File: src/rtl/asymmetric_fifo_bidir.sv
// Asymmetric-width synchronous FIFO for narrowing, widening or equal widths.
// Storage is kept in units of U = min(WIDTH_IN, WIDTH_OUT) bits. Pointers are
// in units and carry a wrap bit. Data ordering is little-endian: the low unit
// of d is stored first, and the first stored unit lands in the low unit of q.
//
// Optional feature macro: ASYM_FIFO_FWFT_EN
//   defined   : first-word-fall-through; q shows the head word while !empty
//   undefined : q is registered and loads the head word on an accepted pop
//
// Ports:
//   clk          rising-edge clock
//   rst          asynchronous active-low reset
//   push / d     write one WIDTH_IN word (ignored and flagged when full)
//   pop  / q     read one WIDTH_OUT word (ignored and flagged when empty)
//   full, empty  combinational status from the pointers
//   count        complete output words stored
//   space        complete input words that still fit
//   almost_empty count <= ALMOST_EMPTY_COUNT
//   almost_full  space <= ALMOST_FULL_COUNT
//   overflow     sticky, push attempted while full
//   underflow    sticky, pop attempted while empty
module asymmetric_fifo_bidir #(
  parameter int unsigned WIDTH_IN           = 64,
  parameter int unsigned WIDTH_OUT          = 8,
  parameter int unsigned DEPTH_IN           = 32,
  parameter int unsigned ALMOST_EMPTY_COUNT = 1,
  parameter int unsigned ALMOST_FULL_COUNT  = 1
) (
  input  logic                                              clk,
  input  logic                                              rst,
  input  logic                                              push,
  input  logic                                              pop,
  input  logic [WIDTH_IN-1:0]                               d,
  output logic [WIDTH_OUT-1:0]                              q,
  output logic                                              full,
  output logic                                              empty,
  output logic [$clog2((DEPTH_IN*WIDTH_IN)/WIDTH_OUT):0]    count,
  output logic [$clog2(DEPTH_IN):0]                         space,
  output logic                                              almost_empty,
  output logic                                              almost_full,
  output logic                                              overflow,
  output logic                                              underflow
);

  localparam int unsigned U         = (WIDTH_IN < WIDTH_OUT) ? WIDTH_IN : WIDTH_OUT;
  localparam int unsigned IN_UNITS  = WIDTH_IN / U;
  localparam int unsigned OUT_UNITS = WIDTH_OUT / U;
  localparam int unsigned TOTAL     = DEPTH_IN * IN_UNITS;
  localparam int unsigned AW        = $clog2(TOTAL);
  localparam int unsigned PTR_W     = AW + 1;
  localparam int unsigned CNT_W     = $clog2((DEPTH_IN*WIDTH_IN)/WIDTH_OUT) + 1;
  localparam int unsigned SPC_W     = $clog2(DEPTH_IN) + 1;

  logic [U-1:0]         mem_q [TOTAL];
  logic [U-1:0]         mem_d [TOTAL];
  logic [PTR_W-1:0]     wr_ptr_q, wr_ptr_d;
  logic [PTR_W-1:0]     rd_ptr_q, rd_ptr_d;
  logic                 overflow_q, overflow_d;
  logic                 underflow_q, underflow_d;
  logic [PTR_W-1:0]     used;
  logic [PTR_W-1:0]     free_units;
  logic                 push_ok;
  logic                 pop_ok;
  logic [WIDTH_OUT-1:0] head;

  // Occupancy and status flags, all derived from the pointer difference
  always_comb begin
    used         = wr_ptr_q - rd_ptr_q;
    free_units   = PTR_W'(TOTAL) - used;
    full         = (free_units < PTR_W'(IN_UNITS));
    empty        = (used < PTR_W'(OUT_UNITS));
    count        = CNT_W'(used / PTR_W'(OUT_UNITS));
    space        = SPC_W'(free_units / PTR_W'(IN_UNITS));
    almost_empty = (32'(count) <= ALMOST_EMPTY_COUNT);
    almost_full  = (32'(space) <= ALMOST_FULL_COUNT);
  end

  // Head output word assembled from OUT_UNITS consecutive units; index wraps by width
  always_comb begin
    head = '0;
    for (int unsigned j = 0; j < OUT_UNITS; j++) begin
      head[j*U +: U] = mem_q[rd_ptr_q[AW-1:0] + AW'(j)];
    end
  end

  assign overflow  = overflow_q;
  assign underflow = underflow_q;

`ifdef ASYM_FIFO_FWFT_EN
  // Head word falls through; zeroed while empty to keep q quiet
  assign q = empty ? '0 : head;
`else
  logic [WIDTH_OUT-1:0] q_q, q_d;
  assign q = q_q;
`endif

  // Next-state: acceptance uses pre-edge full/empty only
  always_comb begin
    push_ok     = push & ~full;
    pop_ok      = pop & ~empty;
    wr_ptr_d    = wr_ptr_q;
    rd_ptr_d    = rd_ptr_q;
    overflow_d  = overflow_q | (push & full);
    underflow_d = underflow_q | (pop & empty);
    mem_d       = mem_q;
`ifndef ASYM_FIFO_FWFT_EN
    q_d         = q_q;
`endif
    if (push_ok) begin
      wr_ptr_d = wr_ptr_q + PTR_W'(IN_UNITS);
      for (int unsigned i = 0; i < IN_UNITS; i++) begin
        mem_d[wr_ptr_q[AW-1:0] + AW'(i)] = d[i*U +: U];
      end
    end
    if (pop_ok) begin
      rd_ptr_d = rd_ptr_q + PTR_W'(OUT_UNITS);
`ifndef ASYM_FIFO_FWFT_EN
      q_d      = head;
`endif
    end
  end

  // Control state; storage is deliberately left out of reset
  always_ff @(posedge clk or negedge rst) begin
    if (!rst) begin
      wr_ptr_q    <= '0;
      rd_ptr_q    <= '0;
      overflow_q  <= 1'b0;
      underflow_q <= 1'b0;
`ifndef ASYM_FIFO_FWFT_EN
      q_q         <= '0;
`endif
    end else begin
      wr_ptr_q    <= wr_ptr_d;
      rd_ptr_q    <= rd_ptr_d;
      overflow_q  <= overflow_d;
      underflow_q <= underflow_d;
`ifndef ASYM_FIFO_FWFT_EN
      q_q         <= q_d;
`endif
    end
  end

  // Unit storage
  always_ff @(posedge clk) begin
    mem_q <= mem_d;
  end

endmodule
File: config.mk
export PLATFORM = sky130hd
export DESIGN_NAME = asymmetric_fifo_bidir
export DESIGN_NICKNAME = d
export VERILOG_FILES = /design/src/rtl/asymmetric_fifo_bidir.sv
export SDC_FILE = /design/constraint.sdc
export NUM_CORES = 2
export LEC_CHECK = 0
export BUFFER_PORTS_ARGS = -buffer_cell sky130_fd_sc_hd__buf_2
export CORE_MARGIN = 3
export CORE_UTILIZATION = 60
export CTS_CLUSTER_SIZE = 12
export DETAILED_ROUTE_END_ITERATION = 16
export PLACE_DENSITY = 0.76
export SKIP_CTS_REPAIR_TIMING = 1
export SLEW_MARGIN = 0
export SYNTH_ARGS = -nofsm -noshare
export SYNTH_HDL_FRONTEND = slang
export SYNTH_SLANG_ARGS = --single-unit
File: constraint.sdc
create_clock -name clk -period 26.3 [get_ports clk]
set_input_delay 3.945 -clock clk [delete_from_list [all_inputs] [get_ports clk]]
set_output_delay 3.945 -clock clk [all_outputs]
set_load 0.01 [all_outputs]
* Word level (Yosys, flattened, before mapping)
Cells that the tools add are included.
** Storage, ports and cells
- Logic and storage cells :: 345
- Register bits :: 2076
** Cells by class
- Bitwise operators :: 17
- $add $sub $neg :: 11
- Order comparisons :: 21
- Reductions and logical operators :: 8
- Mux-type cells :: 27
** Operators by type and width (count)
- $bwmux W2048 :: 8
- $demux W8 S8 :: 8
- $ge A9 B9 Y1 const B :: 9
- $lt A9 B1 Y1 const B :: 9
- $not A8 Y9 :: 9
- $mux W8 :: 10
- $bmux W8 S8 :: 1
- $add A8 B3 Y8 const B :: 4
- $add A8 B2 Y8 const B :: 2
- $add A9 B1 Y9 const B :: 1
- $add A9 B4 Y9 const B :: 1
- $le A9 B1 Y1 const B :: 1
- $lt A9 B4 Y1 const B :: 1
- $sub A9 B9 Y9 :: 1
- $sub A9 B9 Y9 const A :: 1
- $add A8 B1 Y8 const B :: 1
- $logic_and A1 B1 Y1 :: 8
- $le A6 B1 Y1 const B :: 1
- $and A1 B1 Y1 :: 4
- $not A1 Y1 :: 2
- $or A1 B1 Y1 :: 2

* Depth between registers and ports, before layout
- Depth after elaboration :: 13
- Gate-level depth with buffers :: 17

* Worst setup path after synthesis
No wires, ideal clock.
- Path type :: input to register
- From :: input push
- To :: register mem_q[1152] in the netlist's numbering, enable pin
- Data required time :: 25.735 ns
- Setup slack :: 16.958 ns
- Path buffers :: 2
- Arrival :: 8.777 ns
- Stages on the path :: 4
- Cells stage by stage :: o311ai_2 > buf_4 > buf_2 > nor3_1
** Between the ends
- Longest elaborated chain between the ends :: 1
** RTL lines
- start: declaration :: line 31 : input logic push,
- $and A1 B1 Y1 :: line 99 : push_ok = push & ~full;
- end signal: assignment :: line 146 : mem_q <= mem_d;
- end: declaration :: line 54 : logic [U-1:0] mem_q [TOTAL];
No other way between the ends.
A chain may end at the register's enable or synchronous reset.

* Worst setup path after layout
- From :: register rd_ptr_q[0]
- To :: output full
** Between the ends
- Longest elaborated chain between the ends :: 3
** RTL lines
- start: declaration :: line 57 : logic [PTR_W-1:0] rd_ptr_q, rd_ptr_d;
- start signal: assignment :: line 135 : rd_ptr_q <= rd_ptr_d;
- $sub A9 B9 Y9 :: line 68 : used = wr_ptr_q - rd_ptr_q;
- $sub A9 B9 Y9 :: line 69 : free_units = PTR_W'(TOTAL) - used;
- $lt A9 B4 Y1 :: line 70 : full = (free_units < PTR_W'(IN_UNITS));
- end: declaration :: line 35 : output logic full,
No other way between the ends.

==> report_table.html <==
<table>
<tr><th>Metric</th><th>Value</th></tr>
<tr><th colspan="2">Timing</th></tr>
<tr><td>Total negative slack for setup checks</td><td>0 ns</td></tr>
<tr><td>Post-Route Skew</td><td>0.04355 ns</td></tr>
<tr><td>Share of the clock period used by the worst path after layout</td><td>0.3549</td></tr>
<tr><td>Pins over their slew limit</td><td>0</td></tr>
<tr><td>Final hold violation count</td><td>0</td></tr>
<tr><td>Unrepaired setup endpoints after global routing</td><td>false</td></tr>
<tr><td>FMAX</td><td>107.1 MHz</td></tr>
<tr><td>Transition at the pin with the smallest max-transition slack</td><td>1.375 ns</td></tr>
<tr><td>Max transition margin</td><td>0.08235</td></tr>
<tr><td>Setup violations, final</td><td>0</td></tr>
<tr><td>Hold WS</td><td>0.4725 ns</td></tr>
<tr><td>Min Clock Period, post-route</td><td>9.333 ns</td></tr>
<tr><th colspan="2">Die</th></tr>
<tr><td>Core region area</td><td>0.1345 sq mm</td></tr>
<tr><td>Horiz. Die Dim</td><td>375.4 microns</td></tr>
<tr><td>Vertical die dimension</td><td>375.4 microns</td></tr>
<tr><td>Starting density of the core</td><td>0.6088</td></tr>
<tr><td>Core Rows</td><td>134</td></tr>
<tr><td>Area of the die</td><td>0.1409 sq mm</td></tr>
<tr><td># IOs</td><td>97</td></tr>
<tr><th colspan="2">Pwr</th></tr>
<tr><td>Peak supply drop</td><td>0.08985 mV</td></tr>
<tr><td>Total power of the final layout</td><td>9.749 mW</td></tr>
<tr><td>Internal power summed over all cells</td><td>6.488 mW</td></tr>
<tr><td>Sequential share of power</td><td>0.409</td></tr>
<tr><td>PwrDens</td><td>107.4 mW/mm^2</td></tr>
<tr><td>Switching pwr</td><td>3.261 mW</td></tr>
<tr><td>Combinational power share</td><td>0.317</td></tr>
<tr><td>Sw Ratio</td><td>0.3345</td></tr>
<tr><td>Leakage Power</td><td>28.73 nW</td></tr>
<tr><td>Clk pwr share</td><td>0.275</td></tr>
<tr><th colspan="2">Run status</th></tr>
<tr><td>Result of the run</td><td>finished clean</td></tr>
<tr><th colspan="2">Clock tree</th></tr>
<tr><td>TritonCTS clock tree</td><td>done</td></tr>
<tr><td>Depth of the CTS H-tree</td><td>4</td></tr>
<tr><td>Number of CTS-inserted buffers</td><td>202</td></tr>
<tr><td>Clock slew seen by the registers of the worst setup and hold paths</td><td>0.06 ns</td></tr>
<tr><td>Clock Path Buffers</td><td>3</td></tr>
<tr><td>Clock tree root buffer cell</td><td>clkbuf_16</td></tr>
<tr><td>Clk sinks</td><td>2,073</td></tr>
<tr><td>Clock latency on the worst-skew pair</td><td>0.86 ns</td></tr>
<tr><th colspan="2">Worst setup path</th></tr>
<tr><td>Startpoint type of the worst setup path</td><td>flop</td></tr>
<tr><td>Cell breakdown of the critical path</td><td>buf_4 &gt; buf_12 &gt; buf_12 &gt; or2_2 &gt; a21o_1 &gt; nand3_1 &gt; and2_1 &gt; or2_2 &gt; a21oi_1 &gt; buf_2</td></tr>
<tr><td>CP max-delay cell</td><td>dfrtp_4</td></tr>
<tr><td>Path length in cells of the critical path</td><td>10</td></tr>
<tr><td>Worst path max stage delay</td><td>0.87 ns</td></tr>
<tr><td>Data arrival time of the critical path</td><td>5.39 ns</td></tr>
<tr><td>Crit-path leading delay family</td><td>buffers and inverters</td></tr>
<tr><td>Critical path required time</td><td>22.35 ns</td></tr>
<tr><td>Kind of end point of the critical path</td><td>primary output</td></tr>
<tr><td>Class of the most critical setup path</td><td>flop to primary output</td></tr>
<tr><td>Crit path buf inv count</td><td>4</td></tr>
<tr><td>Worst-path fanout max</td><td>93</td></tr>
<tr><td>Length in cells of the worst reg-to-reg path</td><td>13</td></tr>
<tr><th colspan="2">Detailed routing</th></tr>
<tr><td>Remaining antenna violation count after routing</td><td>0</td></tr>
<tr><td>Via count</td><td>44,250</td></tr>
<tr><td>Starting DRT DRC Count</td><td>7,657</td></tr>
<tr><td>Vias/cell</td><td>7.239</td></tr>
<tr><td>Average detailed-routed wire length per instance</td><td>38.68 microns</td></tr>
<tr><td>Total routed wirelength</td><td>236,400 microns</td></tr>
<tr><td>Number of iterations in the first detailed-routing pass</td><td>8</td></tr>
<tr><td>DRC errors left</td><td>0</td></tr>
<tr><th colspan="2">GRT</th></tr>
<tr><td>Largest net degree at the start of global routing</td><td>126</td></tr>
<tr><td>Number of antenna violations at the first check in global routing</td><td>36</td></tr>
<tr><td>Via count of the first global-routing pass</td><td>43,110</td></tr>
<tr><td>Leftover overflow at the end of global routing</td><td>0</td></tr>
<tr><td>Global-route total usage across every layer</td><td>0.3403</td></tr>
<tr><td>Global-route wire length before repair</td><td>331,300 microns</td></tr>
<tr><th colspan="2">Worst hold path</th></tr>
<tr><td>Instance count along the most critical hold path</td><td>1</td></tr>
<tr><td>HP Class</td><td>flop to flop</td></tr>
<tr><th colspan="2">Synth</th></tr>
<tr><td>Net count after synthesis</td><td>4,040</td></tr>
<tr><td>Number of warnings printed during yosys synthesis</td><td>0</td></tr>
<tr><td>Share of flip-flops with an asynchronous set or reset after synthesis</td><td>0.01206</td></tr>
<tr><td>Leading post-synthesis cells by cell area</td><td>edfxtp_1, mux4_2, mux2i_1</td></tr>
<tr><td>Most common cell in the synthesized netlist</td><td>edfxtp_1</td></tr>
<tr><td>Average cell area after synthesis</td><td>20.68 sq um</td></tr>
<tr><td>Number of instances in the synthesized netlist</td><td>3,959</td></tr>
<tr><td>Post-Synthesis Cell Area</td><td>0.08186 sq mm</td></tr>
<tr><td>Number of register bits inferred by synthesis</td><td>2,073</td></tr>
<tr><td>Leading area contributor after synthesis</td><td>edfxtp_1</td></tr>
<tr><td>Proportion of netlist area held by the largest area contributor</td><td>0.7512</td></tr>
<tr><td>Ranking of synthesized cells by instance count</td><td>edfxtp_1, mux4_2, and2_1, mux2i_1, a22oi_1</td></tr>
<tr><td>Number of library cell types mapped by synthesis</td><td>73</td></tr>
<tr><td>Ys flop type</td><td>edfxtp_1</td></tr>
<tr><td>Count of flip-flops with a built-in enable after synthesis</td><td>2,048</td></tr>
<tr><td>Sequential share of the synthesized area</td><td>0.7589</td></tr>
<tr><th colspan="2">Finish</th></tr>
<tr><td>Share of final-layout standard cells stronger than drive strength 1</td><td>0.2379</td></tr>
<tr><td>Final std cells w/o fill</td><td>6,113</td></tr>
<tr><td>Nets@finish</td><td>4,232</td></tr>
<tr><td>Synthesis-to-layout area growth</td><td>10.87%</td></tr>
<tr><td>Count of fill cells added during filler insertion</td><td>8,265</td></tr>
<tr><th colspan="2">Place</th></tr>
<tr><td>Detailed-placement wirelength estimate</td><td>130,300 microns</td></tr>
<tr><td>Count of placed standard cells including taps</td><td>5,715</td></tr>
<tr><td>Global placer's final weighted congestion</td><td>0.9114</td></tr>
<tr><td>Count of buffers from port buffering</td><td>96</td></tr>
<tr><th colspan="2">Job</th></tr>
<tr><td>Max-Cap Viols</td><td>0</td></tr>
</table>
## worst reg2reg max path: stages, from the launching register on
cell	delay (ns)
dfrtp_4	0.87
buf_4	0.88
buf_12	0.63
buf_12	0.76
buf_12	0.74
buf_4	0.80
buf_4	0.61
mux4_2	0.62
a22o_1	0.24
a221oi_1	0.41
o22ai_1	0.14
nor3_1	0.21
nor3_1	0.07
o32a_1	0.35
## state kept, by name, summed over array words and instances (netlist names)
name       flops
mem_q       2048
overflow       1
q              8
rd_ptr_q       9
underflow      1
wr_ptr_q       6
## layout by cell type, fill, tap and decap left out, types with 7 or more instances in the layout
| cell | Yosys | final |
|---|---|---|
| edfxtp_1 | 2048 | 2048 |
| mux4_2 | 460 | 460 |
| and2_1 | 262 | 261 |
| clkbuf_16 | 0 | 204 |
| mux2i_1 | 165 | 165 |
| a22oi_1 | 122 | 122 |
| buf_4 | 35 | 120 |
| buf_2 | 49 | 96 |
| clkbuf_1 | 94 | 84 |
| nand2_1 | 83 | 83 |
| diode_2 | 0 | 58 |
| a21oi_1 | 58 | 58 |
| nor2_1 | 79 | 50 |
| o21ai_0 | 38 | 38 |
| nand3_1 | 38 | 38 |
| nor3_2 | 0 | 30 |
| a221oi_1 | 29 | 29 |
| nor2_2 | 0 | 25 |
| o22ai_1 | 23 | 23 |
| a31oi_1 | 21 | 21 |
| nor3_1 | 52 | 20 |
| dfrtp_1 | 25 | 20 |
| clkinv_1 | 2 | 15 |
| xnor2_1 | 14 | 14 |
| nand2b_1 | 14 | 14 |
| ha_1 | 13 | 13 |
| inv_1 | 12 | 12 |
| a22o_1 | 12 | 12 |
| clkbuf_8 | 0 | 12 |
| nor4_1 | 10 | 10 |
| clkinv_2 | 0 | 10 |
| o211ai_1 | 9 | 9 |
| or2_2 | 8 | 8 |
| nor2b_1 | 14 | 7 |
| o221ai_1 | 7 | 7 |
| nand4_1 | 7 | 7 |
## power by group through the flow
stage	clock [mW]	sequential, mW	combinational (mW)
after floorplan	0	4.00	1.98
after global placement	0	4.04	2.98
after detailed placement	0	4.05	3.00
after CTS	2.69	3.98	3.02
after global routing	2.82	4.00	3.17
final	2.68	3.98	3.09
## per-stage QoR
| step | worst slack [ns] | cell area (sq um) | util |
|---|---|---|---|
| after floorplan | 16.96 | 81860 | - |
| after global placement | 17.64 | 84630 | 0.6294 |
| after detailed placement | 17.72 | 84630 | 0.6294 |
| after CTS | 16.81 | 90610 | 0.6739 |
| after global routing | 16.55 | 90650 | 0.6742 |
| final | 16.97 | 90760 | 0.6750 |
## per-layer routing
metal  share of wire  global-route usage  vias to the layer above
li1                -                   -                    16850
met1            0.33              0.4614                    22690
met2            0.46              0.5084                     3937
met3            0.15              0.1055                      761
met4           0.054              0.1698                       22
met5         0.00056                   0                        -
## final timing paths
check                            start          end  slack (ns)
max reg2reg                rd_ptr_q[0]         q[4]       18.88
max in group asynchronous          rst  rd_ptr_q[1]       22.43
min                          underflow    underflow        0.47
min reg2reg                  underflow    underflow        0.47
min in group asynchronous          rst         q[6]        3.24
max                        rd_ptr_q[0]         full       16.97
## cell type report
class,count,area [sq um],area share
sequential,2073,62140,0.6847
tap,1768,2212,0.02437
multi-input combinational,1638,18720,0.2063
timing repair buffer,222,1501,0.01654
clock buffer,300,5585,0.06154
antenna,58,145.1,0.001599
inverter,14,52.55,0.0005790
clock inverter,40,397.9,0.004384
## logic make-up after synthesis
logic type      synth area share
flops                     0.7589
mux                       0.1476
simple gates             0.03963
compound gates           0.03323
buf+inv                  0.01638
xor+xnor                0.002339
fa+ha+maj               0.001987
(Power assumes the default switching activity.)
